**src/rtl/idex_pkg.sv**
```systemverilog
// ---------------------------------------------------------------------------
// idex_pkg
// Shared definitions for the ID/EX elastic pipeline stage:
//   - bit positions inside the packed control vector
//   - occupancy FSM state encoding
//   - NOP opcode
// ---------------------------------------------------------------------------
package idex_pkg;

    localparam int CTRL_W_DEF   = 10;

    localparam int CTRL_WREG    = 0;
    localparam int CTRL_REG2REG = 1;
    localparam int CTRL_WMEM    = 2;
    localparam int CTRL_ALUQB   = 3;
    localparam int CTRL_ALUC_LO = 4;
    localparam int CTRL_ALUC_HI = 5;
    localparam int CTRL_FWDA_LO = 6;
    localparam int CTRL_FWDA_HI = 7;
    localparam int CTRL_FWDB_LO = 8;
    localparam int CTRL_FWDB_HI = 9;

    localparam int OP_NOP       = 0;

    typedef enum logic [1:0] {
        EMPTY = 2'd0,
        ONE   = 2'd1,
        TWO   = 2'd2
    } idex_state_e;

endpackage

```
**src/rtl/idex_pipe_stage_if.sv**
```systemverilog
// ---------------------------------------------------------------------------
// idex_pipe_stage_if
// Valid/ready beat bus carrying one decoded instruction.
//   valid, ready : handshake (transfer when both high)
//   ctrl         : packed control vector (bit map in idex_pkg)
//   op           : opcode
//   pc, r1, r2   : PC and the two operands
//   imm          : immediate
//   rd           : destination register index
// master drives the beat, slave returns ready.
// ---------------------------------------------------------------------------
interface idex_pipe_stage_if #(
    parameter int DATA_W = 32,
    parameter int RD_W   = 5,
    parameter int OP_W   = 6,
    parameter int CTRL_W = 10
) ();
    logic              valid;
    logic              ready;
    logic [CTRL_W-1:0] ctrl;
    logic [OP_W-1:0]   op;
    logic [DATA_W-1:0] pc;
    logic [DATA_W-1:0] r1;
    logic [DATA_W-1:0] r2;
    logic [DATA_W-1:0] imm;
    logic [RD_W-1:0]   rd;

    modport master (output valid, ctrl, op, pc, r1, r2, imm, rd, input ready);
    modport slave  (input valid, ctrl, op, pc, r1, r2, imm, rd, output ready);
endinterface

```
**src/rtl/idex_slot.sv**
```systemverilog
// ---------------------------------------------------------------------------
// idex_slot
// One entry register of the ID/EX stage.
//   clk, clrn : clock, async active-low reset (clears everything)
//   load      : capture d_ctrl / d_pl
//   clr       : synchronous clear of the control field only (wins over load)
//   q_ctrl    : held control vector
//   q_pl      : held payload (opcode, PC, operands, immediate, rd)
// Only ctrl is cleared on a kill: a stale payload is harmless once every
// write-enable bit in ctrl is zero.
// ---------------------------------------------------------------------------
module idex_slot #(
    parameter int CTRL_W = 10,
    parameter int PL_W   = 139
) (
    input  logic              clk,
    input  logic              clrn,
    input  logic              load,
    input  logic              clr,
    input  logic [CTRL_W-1:0] d_ctrl,
    input  logic [PL_W-1:0]   d_pl,
    output logic [CTRL_W-1:0] q_ctrl,
    output logic [PL_W-1:0]   q_pl
);

    always_ff @(posedge clk or negedge clrn) begin
        if (!clrn) begin
            q_ctrl <= '0;
            q_pl   <= '0;
        end else begin
            if (clr) begin
                q_ctrl <= '0;
            end else if (load) begin
                q_ctrl <= d_ctrl;
            end
            if (load && !clr) begin
                q_pl <= d_pl;
            end
        end
    end

endmodule

```
**src/rtl/idex_pipe_stage.sv**
```systemverilog
// ---------------------------------------------------------------------------
// idex_pipe_stage
// Elastic ID/EX pipeline stage: two-entry skid buffer (head H, skid S) with
// synchronous flush and load-use bubble insertion.
//   clk, clrn  : clock, async active-low reset
//   in_bus     : beats from decode (slave side)
//   out_bus    : head entry towards execute (master side)
//   flush      : kill held and incoming entries (highest priority)
//   bubble     : enqueue a NOP instead of consuming the input
//   stall_cnt  : (IDEX_PERF_EN) cycles with input waiting but not accepted
//   bubble_cnt : (IDEX_PERF_EN) NOP entries enqueued
// Optional feature macro: IDEX_PERF_EN (adds CNT_W and the two counters).
//
// state | meaning
// EMPTY | no entry held, out valid low
// ONE   | H holds the head entry
// TWO   | H holds head, S holds the next entry; input blocked
// ---------------------------------------------------------------------------
module idex_pipe_stage
    import idex_pkg::*;
#(
    parameter int DATA_W = 32,
    parameter int RD_W   = 5,
    parameter int OP_W   = 6,
    parameter int CTRL_W = CTRL_W_DEF
`ifdef IDEX_PERF_EN
    ,
    parameter int CNT_W  = 16
`endif
) (
    input  logic clk,
    input  logic clrn,
    idex_pipe_stage_if.slave  in_bus,
    idex_pipe_stage_if.master out_bus,
    input  logic flush,
    input  logic bubble
`ifdef IDEX_PERF_EN
    ,
    output logic [CNT_W-1:0] stall_cnt,
    output logic [CNT_W-1:0] bubble_cnt
`endif
);

    localparam int PL_W = OP_W + 4 * DATA_W + RD_W;

    idex_state_e state_q, state_d;

    logic              in_ready;
    logic              acc, deq, nop_enq, enq;
    logic              h_load, h_clr, s_load, s_clr, h_from_s;
    logic [CTRL_W-1:0] enq_ctrl, h_d_ctrl, h_ctrl, s_ctrl;
    logic [PL_W-1:0]   enq_pl, h_d_pl, h_pl, s_pl;

    // Ready is a function of registered state and two side inputs only, so
    // out_bus.ready never reaches in_bus.ready combinationally.
    assign in_ready = (state_q != TWO) && !bubble && !flush;
    assign acc      = in_bus.valid && in_ready;
    assign deq      = out_bus.valid && out_bus.ready;
    assign nop_enq  = bubble && !flush && (state_q != TWO);
    assign enq      = acc || nop_enq;

    assign enq_ctrl = nop_enq ? '0 : in_bus.ctrl;
    assign enq_pl   = nop_enq ? {OP_W'(OP_NOP), {(4 * DATA_W + RD_W){1'b0}}}
                              : {in_bus.op, in_bus.pc, in_bus.r1, in_bus.r2,
                                 in_bus.imm, in_bus.rd};

    assign h_d_ctrl = h_from_s ? s_ctrl : enq_ctrl;
    assign h_d_pl   = h_from_s ? s_pl   : enq_pl;

    always_ff @(posedge clk or negedge clrn) begin
        if (!clrn) begin
            state_q <= EMPTY;
        end else begin
            state_q <= state_d;
        end
    end

    always_comb begin
        state_d  = state_q;
        h_load   = 1'b0;
        h_clr    = 1'b0;
        s_load   = 1'b0;
        s_clr    = 1'b0;
        h_from_s = 1'b0;
        if (flush) begin
            // A dequeue in this cycle still completes; everything else dies.
            state_d = EMPTY;
            h_clr   = 1'b1;
            s_clr   = 1'b1;
        end else begin
            case (state_q)
                EMPTY: begin
                    if (enq) begin
                        h_load  = 1'b1;
                        state_d = ONE;
                    end
                end
                ONE: begin
                    if (enq && deq) begin
                        h_load = 1'b1;
                    end else if (enq) begin
                        s_load  = 1'b1;
                        state_d = TWO;
                    end else if (deq) begin
                        h_clr   = 1'b1;
                        state_d = EMPTY;
                    end
                end
                TWO: begin
                    if (deq) begin
                        h_load   = 1'b1;
                        h_from_s = 1'b1;
                        s_clr    = 1'b1;
                        state_d  = ONE;
                    end
                end
                default: begin
                    state_d = EMPTY;
                    h_clr   = 1'b1;
                    s_clr   = 1'b1;
                end
            endcase
        end
    end

    idex_slot #(.CTRL_W(CTRL_W), .PL_W(PL_W)) u_slot_h (
        .clk    (clk),
        .clrn   (clrn),
        .load   (h_load),
        .clr    (h_clr),
        .d_ctrl (h_d_ctrl),
        .d_pl   (h_d_pl),
        .q_ctrl (h_ctrl),
        .q_pl   (h_pl)
    );

    idex_slot #(.CTRL_W(CTRL_W), .PL_W(PL_W)) u_slot_s (
        .clk    (clk),
        .clrn   (clrn),
        .load   (s_load),
        .clr    (s_clr),
        .d_ctrl (enq_ctrl),
        .d_pl   (enq_pl),
        .q_ctrl (s_ctrl),
        .q_pl   (s_pl)
    );

    assign in_bus.ready  = in_ready;
    assign out_bus.valid = (state_q != EMPTY);
    assign out_bus.ctrl  = h_ctrl;
    assign {out_bus.op, out_bus.pc, out_bus.r1, out_bus.r2,
            out_bus.imm, out_bus.rd} = h_pl;

`ifdef IDEX_PERF_EN
    always_ff @(posedge clk or negedge clrn) begin
        if (!clrn) begin
            stall_cnt  <= '0;
            bubble_cnt <= '0;
        end else begin
            if (in_bus.valid && !in_ready && !flush && !(&stall_cnt)) begin
                stall_cnt <= stall_cnt + 1'b1;
            end
            if (nop_enq && !(&bubble_cnt)) begin
                bubble_cnt <= bubble_cnt + 1'b1;
            end
        end
    end
`endif

endmodule
```
**src/flat_wrapper.sv**
```systemverilog
// flat-port wrapper written by rule: the top's interface ports become plain ports
module idex_pipe_stage_flat import idex_pkg::*;
#(
    parameter int DATA_W = 32,
    parameter int RD_W   = 5,
    parameter int OP_W   = 6,
    parameter int CTRL_W = CTRL_W_DEF

)
  (clk, clrn, flush, bubble, in_bus_valid, in_bus_ctrl, in_bus_op, in_bus_pc, in_bus_r1, in_bus_r2, in_bus_imm, in_bus_rd, in_bus_ready, out_bus_valid, out_bus_ctrl, out_bus_op, out_bus_pc, out_bus_r1, out_bus_r2, out_bus_imm, out_bus_rd, out_bus_ready);
  idex_pipe_stage_if #(.DATA_W(DATA_W), .RD_W(RD_W), .OP_W(OP_W), .CTRL_W(CTRL_W)) in_bus_i ();
  idex_pipe_stage_if #(.DATA_W(DATA_W), .RD_W(RD_W), .OP_W(OP_W), .CTRL_W(CTRL_W)) out_bus_i ();
  input  logic clk;
  input  logic clrn;
  input  logic flush;
  input  logic bubble;
  input wire logic [$bits(in_bus_i.valid)-1:0] in_bus_valid;
  input wire logic [$bits(in_bus_i.ctrl)-1:0] in_bus_ctrl;
  input wire logic [$bits(in_bus_i.op)-1:0] in_bus_op;
  input wire logic [$bits(in_bus_i.pc)-1:0] in_bus_pc;
  input wire logic [$bits(in_bus_i.r1)-1:0] in_bus_r1;
  input wire logic [$bits(in_bus_i.r2)-1:0] in_bus_r2;
  input wire logic [$bits(in_bus_i.imm)-1:0] in_bus_imm;
  input wire logic [$bits(in_bus_i.rd)-1:0] in_bus_rd;
  output wire logic [$bits(in_bus_i.ready)-1:0] in_bus_ready;
  output wire logic [$bits(out_bus_i.valid)-1:0] out_bus_valid;
  output wire logic [$bits(out_bus_i.ctrl)-1:0] out_bus_ctrl;
  output wire logic [$bits(out_bus_i.op)-1:0] out_bus_op;
  output wire logic [$bits(out_bus_i.pc)-1:0] out_bus_pc;
  output wire logic [$bits(out_bus_i.r1)-1:0] out_bus_r1;
  output wire logic [$bits(out_bus_i.r2)-1:0] out_bus_r2;
  output wire logic [$bits(out_bus_i.imm)-1:0] out_bus_imm;
  output wire logic [$bits(out_bus_i.rd)-1:0] out_bus_rd;
  input wire logic [$bits(out_bus_i.ready)-1:0] out_bus_ready;
  assign in_bus_i.valid = in_bus_valid;
  assign in_bus_i.ctrl = in_bus_ctrl;
  assign in_bus_i.op = in_bus_op;
  assign in_bus_i.pc = in_bus_pc;
  assign in_bus_i.r1 = in_bus_r1;
  assign in_bus_i.r2 = in_bus_r2;
  assign in_bus_i.imm = in_bus_imm;
  assign in_bus_i.rd = in_bus_rd;
  assign in_bus_ready = in_bus_i.ready;
  assign out_bus_valid = out_bus_i.valid;
  assign out_bus_ctrl = out_bus_i.ctrl;
  assign out_bus_op = out_bus_i.op;
  assign out_bus_pc = out_bus_i.pc;
  assign out_bus_r1 = out_bus_i.r1;
  assign out_bus_r2 = out_bus_i.r2;
  assign out_bus_imm = out_bus_i.imm;
  assign out_bus_rd = out_bus_i.rd;
  assign out_bus_i.ready = out_bus_ready;
  idex_pipe_stage #(.DATA_W(DATA_W), .RD_W(RD_W), .OP_W(OP_W), .CTRL_W(CTRL_W)) u_core (.clk(clk), .clrn(clrn), .in_bus(in_bus_i), .out_bus(out_bus_i), .flush(flush), .bubble(bubble));
endmodule
```
**config.mk**
```make
export PLATFORM = sky130hd
export DESIGN_NAME = idex_pipe_stage_flat
export DESIGN_NICKNAME = d
export VERILOG_FILES = /design/src/rtl/idex_pkg.sv /design/src/rtl/idex_pipe_stage_if.sv /design/src/rtl/idex_slot.sv /design/src/rtl/idex_pipe_stage.sv /design/src/flat_wrapper.sv
export SDC_FILE = /design/constraint.sdc
export NUM_CORES = 1
export LEC_CHECK = 0
export ABC_CLOCK_PERIOD_IN_PS = 4800
export CAP_MARGIN = 0
export CORE_MARGIN = 4
export CORE_UTILIZATION = 50
export DETAILED_ROUTE_END_ITERATION = 12
export GPL_TIMING_DRIVEN = 1
export HOLD_SLACK_MARGIN = 0.06
export PLACE_DENSITY = 0.87
export SETUP_SLACK_MARGIN = 0.02
export SLEW_MARGIN = 30
export SYNTH_ARGS = -nofsm -noshare
export SYNTH_HDL_FRONTEND = slang
export SYNTH_SLANG_ARGS = --single-unit
```
**constraint.sdc**
```tcl
create_clock -name clk -period 4.8 [get_ports clk]
set_clock_uncertainty 0.2 [all_clocks]
set_input_delay 0.72 -clock clk [delete_from_list [all_inputs] [get_ports clk]]
set_output_delay 0.72 -clock clk [all_outputs]
set_load 0.1 [all_outputs]
```
==> results of run 1 <==
## layout by cell type (no fill, tap or decap), types with 3 or more instances in the layout
cell type        netlist  layout
clkdlybuf4s50_1        0     300
mux2_2               126     126
mux2_1                13      13
clkbuf_1              68      12
and2_1                10      10
o21ai_0              416     416
clkbuf_8               0       5
nand2_1              279     279
nor3_1                 3       3
buf_12                 0       7
or2_2                  3       3
clkbuf_16              0      31
o2bb2ai_1             10      10
buf_4                  4      12
a31oi_1               10      10
dfrtp_1              300     300
a32o_1                10      10
## cells in the mapped netlist, drive strengths merged
cell	instances
o21ai	418
dfrtp	300
nand2	279
mux2	139
clkbuf	68
buf	46
a31oi	10
a32o	10
and2	10
o2bb2ai	10
nand2b	3
nor3	3
or2	3
a21oi	2
nor2	2
nor2b	2
a211oi	1
a21o	1
and4bb	1
nand3b	1
nor4	1
o21a	1
o21bai	1
or3	1
or4	1
xnor2	1
## sequential cells by signal, indices dropped and copies added (netlist names)
| signal | flops |
|---|---|
| u_core.u_slot_s.q_ctrl | 10 |
| u_core.u_slot_h.q_ctrl | 10 |
| u_core.u_slot_s.q_pl | 139 |
| u_core.u_slot_h.q_pl | 139 |
| u_core.state_q | 2 |
## final timing paths
| check | startpoint | endpoint | slack [ns] | cells after the start |
|---|---|---|---|---|
| min reg2reg | u_core.u_slot_s.q_pl[95] | u_core.u_slot_s.q_pl[95] | 0.28 | 2 |
| max reg2reg | u_core.state_q[1] | u_core.u_slot_h.q_pl[75] | 2.10 | 5 |
| min | u_core.u_slot_s.q_pl[95] | u_core.u_slot_s.q_pl[95] | 0.28 | 2 |
| max | u_core.state_q[1] | out_bus_valid | 1.44 | 2 |
| max in group asynchronous | clrn | u_core.u_slot_s.q_pl[82] | 2.76 | 4 |
| min in group asynchronous | clrn | u_core.u_slot_h.q_pl[44] | 0.50 | 2 |
## kinds of logic (layout without fill, tap and decap cells)
group	count (synthesis)	count (layout)	synth area share, %
and+or+nand+nor	307	307	9.21
DFF	300	300	56.3
buffers and inverters	114	376	4.76
muxes	139	139	11.7
xor gates and xnor gates	1	1	0.0657
AOI/OAI and AO/OA	454	454	17.9
## stage by stage
step | std cells | area (µm²) | setup WS [ns] | hold slack [ns]
after floorplan | 1315 | 13300 | 0.910 | 0.224
after global placement | 1859 | 16400 | 1.32 | 0.260
after detailed placement | 1859 | 16400 | 1.30 | 0.270
after CTS | 1910 | 17400 | 1.43 | 0.117
after global routing | 1912 | 17400 | 1.37 | 0.300
final | 1912 | 17400 | 1.44 | 0.279
## layout make-up
| class | count | area, µm² | area share, % |
|---|---|---|---|
| sequential | 300 | 7510 | 43.2 |
| multi-input combinational | 901 | 5220 | 30.0 |
| tap | 335 | 419 | 2.41 |
| clock buffer | 48 | 890 | 5.12 |
| clock inverter | 3 | 43.8 | 0.252 |
| timing repair buffer | 325 | 3300 | 19.0 |
## tightest hold or removal path, cell delays in order (launching register included)
cell	delay [ns]
dfrtp_1	0.34
nand2_1	0.04
o21ai_0	0.06
## routing by layer
metal	track usage (%)	routed length [µm]	share of wire, %
met2	38.6	17400	49
met4	6.03	892	2.5
met5	0	0	0
met3	4.67	2740	7.7
met1	31.1	14400	41
## timing repair
item,CTS,global route
setup endpoints to repair,0,0
hold buffers,0,1
buffers inserted,0,0
endpoints found under the hold margin,0,49
## power groups by stage
stage	clock network, µW	registers, µW	logic (µW)
floorplan	0	5240	667
global placement	0	3430	3350
detailed placement	0	3460	3410
CTS	2280	3430	3420
global route	2400	3490	3560
finish	2260	3430	3410
==> metrics, run 1 <==
max cap viols 0; fin util 66.5%; die height 171 µm; slowest stage delay, CP 1.12 ns; Die Span X 171 µm; clock buffer count from CTS 31; initial core utilization 51.0%; Worst slew margin 30.3%; Comb pwr share 37.4%; Post-CTS Resized 0; vias in the first global route 11086; ranking of synthesized cells by area dfrtp_1 (56%), o21ai_0 (16%), mux2_2 (11%), nand2_1 (7.9%), buf_6 (1.9%); WP data required 3.88 ns; Max Clk Rate 297 MHz; port bufs 305; sequential cell area fraction in the yosys report 56.3%; DP HPWL 22400 µm; final hold vios 0; Core Area 26100 µm²; Synth Net Count 1470; Synth Cell Area 13300 µm²; io pins 306; Warnings, synthesis 0; Syn Area/Cell 10.1 µm²; critical-path cell list or2_2, clkdlybuf4s50_1; Design Power 9100 µW; PD cells 523 nW/µm²; drt drc 0; drt wl/cell 18.5 µm; Final Wtd Congestion 0.859; routed via count 10853; routed wire length 35400 µm; RSZ-0062 raised after global routing no; critical path class reg2out; final setup fails 0; largest net degree at the start of global routing 140; clock share of power 24.8%; Row Count 59; Slew Viols, Final 0; clock slew at reported path FFs 0.06 ns; Worst Hold Class reg2reg; Sw Ratio 41.7%; CTS max path bufs 3; leakage power 0.00723 µW; CP arrival 2.44 ns; flops & latches, synth 300; Int Pwr 5300 µW; DRT Pass-1 Iters 6; area of the die 29300 µm²; Critical path buffers and inverters 1; n_diodes 0; fin crit share 70.0%; worst-path maximum fanout 11; status finished, final reports clean; antenna violations before repair 0; Reg power frac 37.7%; Top Family by Delay on Critical Path buffers and inverters; initial DRC count 1007; Post-layout nets 1714; Synth top area share 56.3%; Max rail drop VDD 0.325 mV; Root Buffer clkbuf_16; first-pass GRT wire length 56100 µm; Clock Latency Late Sink 0.54 ns; leading area contributor after synthesis dfrtp_1; Area Growth Syn to Fin 30.4%; library cells used by synthesis 32; final setup TNS 0 ns; grt ovf 0; CP max stage cell clkdlybuf4s50_1; crit path launch type flop; Tmin final 3.36 ns; number of fillers in the final layout 1917; clk sinks 300; antenna viol nets, final 0; gr usage total 23.1%; cell count after synthesis 1315; Avg Vias per Cell 5.68; CP Capture Type output pin; Max H-tree Level 1; sw power 3790 µW; TritonCTS clock tree yes; ratio of cells with drive above 1 in the final layout 12.6%; Worst Max-Slew Pin Slew 1.04 ns
Note: power is estimated with default switching activity, not from simulation.
==> run 2: changes to the inputs <==
--- a/config.mk
+++ b/config.mk
@@ -5,7 +5,7 @@
 export SDC_FILE = /design/constraint.sdc
 export NUM_CORES = 1
 export LEC_CHECK = 0
-export ABC_CLOCK_PERIOD_IN_PS = 4800
+export ABC_CLOCK_PERIOD_IN_PS = 3500
 export CAP_MARGIN = 0
 export CORE_MARGIN = 4
 export CORE_UTILIZATION = 50
==> constraint.sdc (replaced) <==
create_clock -name clk -period 3.5 [get_ports clk]
set_clock_uncertainty 0.2 [all_clocks]
set_input_delay 0.525 -clock clk [delete_from_list [all_inputs] [get_ports clk]]
set_output_delay 0.525 -clock clk [all_outputs]
set_load 0.1 [all_outputs]
==> run 2 against run 1 <==
Sequential share of layout area is 0.64 points lower. Global-route usage is 0.44 points higher. Via count is 1.3% higher. Largest power group unchanged. Critical endpoint is now out_bus_r2[21]. Worst setup slack got worse by 0.71 ns. Final cell count up 0.94%. First-iteration DRC count decreased by 4.2%.
==> metrics, run 2 (synthesized netlist as in run 1, its figures left out) <==
crit path launch type flop; most common cell after layout, fill and taps aside o21ai_0; Slew Viols, Final 0 (unchanged); CTS max path bufs 3 (unchanged); critical-path cell list clkdlybuf4s50_1; CP arrival 2.05 ns (-0.39 ns); Post-layout nets 1732 (+1.1%); critical path class reg2out; drt wl/cell 18.3 µm (-0.91%); clock share of power 26.1% (+1.3 points); Largest regs u_core.u_slot_h.q_pl: 139 flops, u_core.u_slot_s.q_pl: 139 flops; antenna viol nets, final 0 (unchanged); die height 171 µm (unchanged); initial DRC count 965 (-4.2%); DP HPWL 23600 µm (+5.4%); vias in the first global route 10857 (-2.1%); Worst slew margin 31.5% (+1.2 points); clock buffer count from CTS 34 (+9.7%); Tmin final 2.77 ns; Worst Max-Slew Pin Slew 1.02 ns (-0.0184 ns); antenna violations before repair 0 (unchanged); Core Area 26100 µm² (unchanged); WP data required 2.77 ns (-1.11 ns); Row Count 59 (unchanged); fin crit share 79.2%; CP max stage cell clkdlybuf4s50_1; Area Growth Syn to Fin 32.3%; Max H-tree Level 2 (+1); clock slew at reported path FFs 0.05 ns (about the same); drt drc 0 (unchanged); Final Wtd Congestion 0.859 (about the same); final setup fails 0 (unchanged); status finished, final reports clean; most frequent cells in the layout o21ai_0 (416), dfrtp_1 (300), clkdlybuf4s50_1 (285), nand2_1 (279), mux2_2 (126); Die Span X 171 µm (unchanged); max cap viols 0 (unchanged); final setup TNS 0 ns (unchanged); Root Buffer clkbuf_16; initial core utilization 51.0% (unchanged); grt ovf 0 (unchanged); Critical path buffers and inverters 1 (unchanged); Max Clk Rate 361 MHz; Comb pwr share 36.9% (-0.5 points); Max rail drop VDD 0.549 mV (+69%); Avg Vias per Cell 5.69 (+0.32%); worst-path maximum fanout 2 (-9); gr usage total 23.5% (+0.44 points); final hold slack 0.278 ns (-0.000926 ns); RSZ-0062 raised after global routing no; Clock Latency Late Sink 0.48 ns (-0.06 ns); DRT Pass-1 Iters 5 (-1); final hold vios 0 (unchanged); Design Power 12700 µW (+40%); first-pass GRT wire length 56600 µm (+0.84%); Post-CTS Resized 0 (unchanged); fin util 67.5% (+1.0 points); routed wire length 35400 µm (about the same); Top Family by Delay on Critical Path buffers and inverters; TritonCTS clock tree yes; Reg power frac 37.0% (-0.7 points); PD cells 722 nW/µm² (+38%); Int Pwr 7530 µW (+42%); area of the die 29300 µm² (unchanged); leakage power 0.00740 µW (+2.4%); CP Capture Type output pin; n_diodes 0 (unchanged); Sw Ratio 40.9% (-0.82 points); largest net degree at the start of global routing 87 (-38%); slowest stage delay, CP 1.16 ns (+0.04 ns); sw power 5210 µW (+37%); clk sinks 300 (unchanged); ratio of cells with drive above 1 in the final layout 14.7% (+2.1 points); port bufs 305 (unchanged); routed via count 10990 (+1.3%); io pins 306 (unchanged); Worst Hold Class reg2reg
[run 2: cell types whose count changed in the layout (fill, tap and decap cells not counted), sizes merged]
cell           delta
clkdlybuf4s50    -15
buf              +31
clkbuf            +4
bufinv            -1
inv               -1
[run 2: layout make-up]
type	instances	area, µm²
sequential	300	7510
clock inverter	1	5.00
timing repair buffer	340	3440
tap	335	419
fill	1857	8490
multi-input combinational	901	5230
clock buffer	53	1050
[run 2: metrics by stage]
| step | setup WS [ns] | area, µm² | cells |
|---|---|---|---|
| floorplan | 0.660 | 13300 | 1315 |
| global placement | 0.424 | 16600 | 1875 |
| detailed placement | 0.350 | 16600 | 1875 |
| CTS | 0.713 | 17600 | 1930 |
| global route | 0.679 | 17600 | 1930 |
| finish | 0.729 | 17600 | 1930 |
[run 2: power groups by stage]
stage | Sequential (µW) | Combinational (µW) | Clock [µW]
floorplan | 7190 | 916 | 0
global placement | 4700 | 4620 | 0
detailed placement | 4750 | 4700 | 0
CTS | 4700 | 4720 | 3400
global route | 4790 | 4910 | 3550
finish | 4710 | 4700 | 3330
[run 2: path summary, 6_finish.rpt]
path,from,end,slack [ns],cells past startpoint
max in group asynchronous,clrn,u_core.u_slot_h.q_ctrl[1],1.86,3
worst min register to register,u_core.u_slot_s.q_pl[61],u_core.u_slot_s.q_pl[61],0.28,2
worst max-delay path,u_core.u_slot_h.q_pl[58],out_bus_r2[21],0.73,1
min in group asynchronous,clrn,u_core.u_slot_h.q_pl[43],0.38,2
worst max register to register,u_core.state_q[1],u_core.u_slot_h.q_pl[93],0.94,6
worst min-delay path,u_core.u_slot_s.q_pl[61],u_core.u_slot_s.q_pl[61],0.28,2
[run 2: timing repair]
| item | CTS | global route |
|---|---|---|
| hold buffers | 1 | 0 |
| buffers inserted | 0 | 0 |
| hold endpoints to repair | 54 | 0 |
[run 2: per-layer routing]
metal  up-vias  global-route usage (%)  wire, µm
li1       5060                       -         -
met1      5409                    32.0     14600
met2       459                    39.1     17300
met3        62                    4.62      2570
met4         0                    6.44       893
met5         -                       0         0
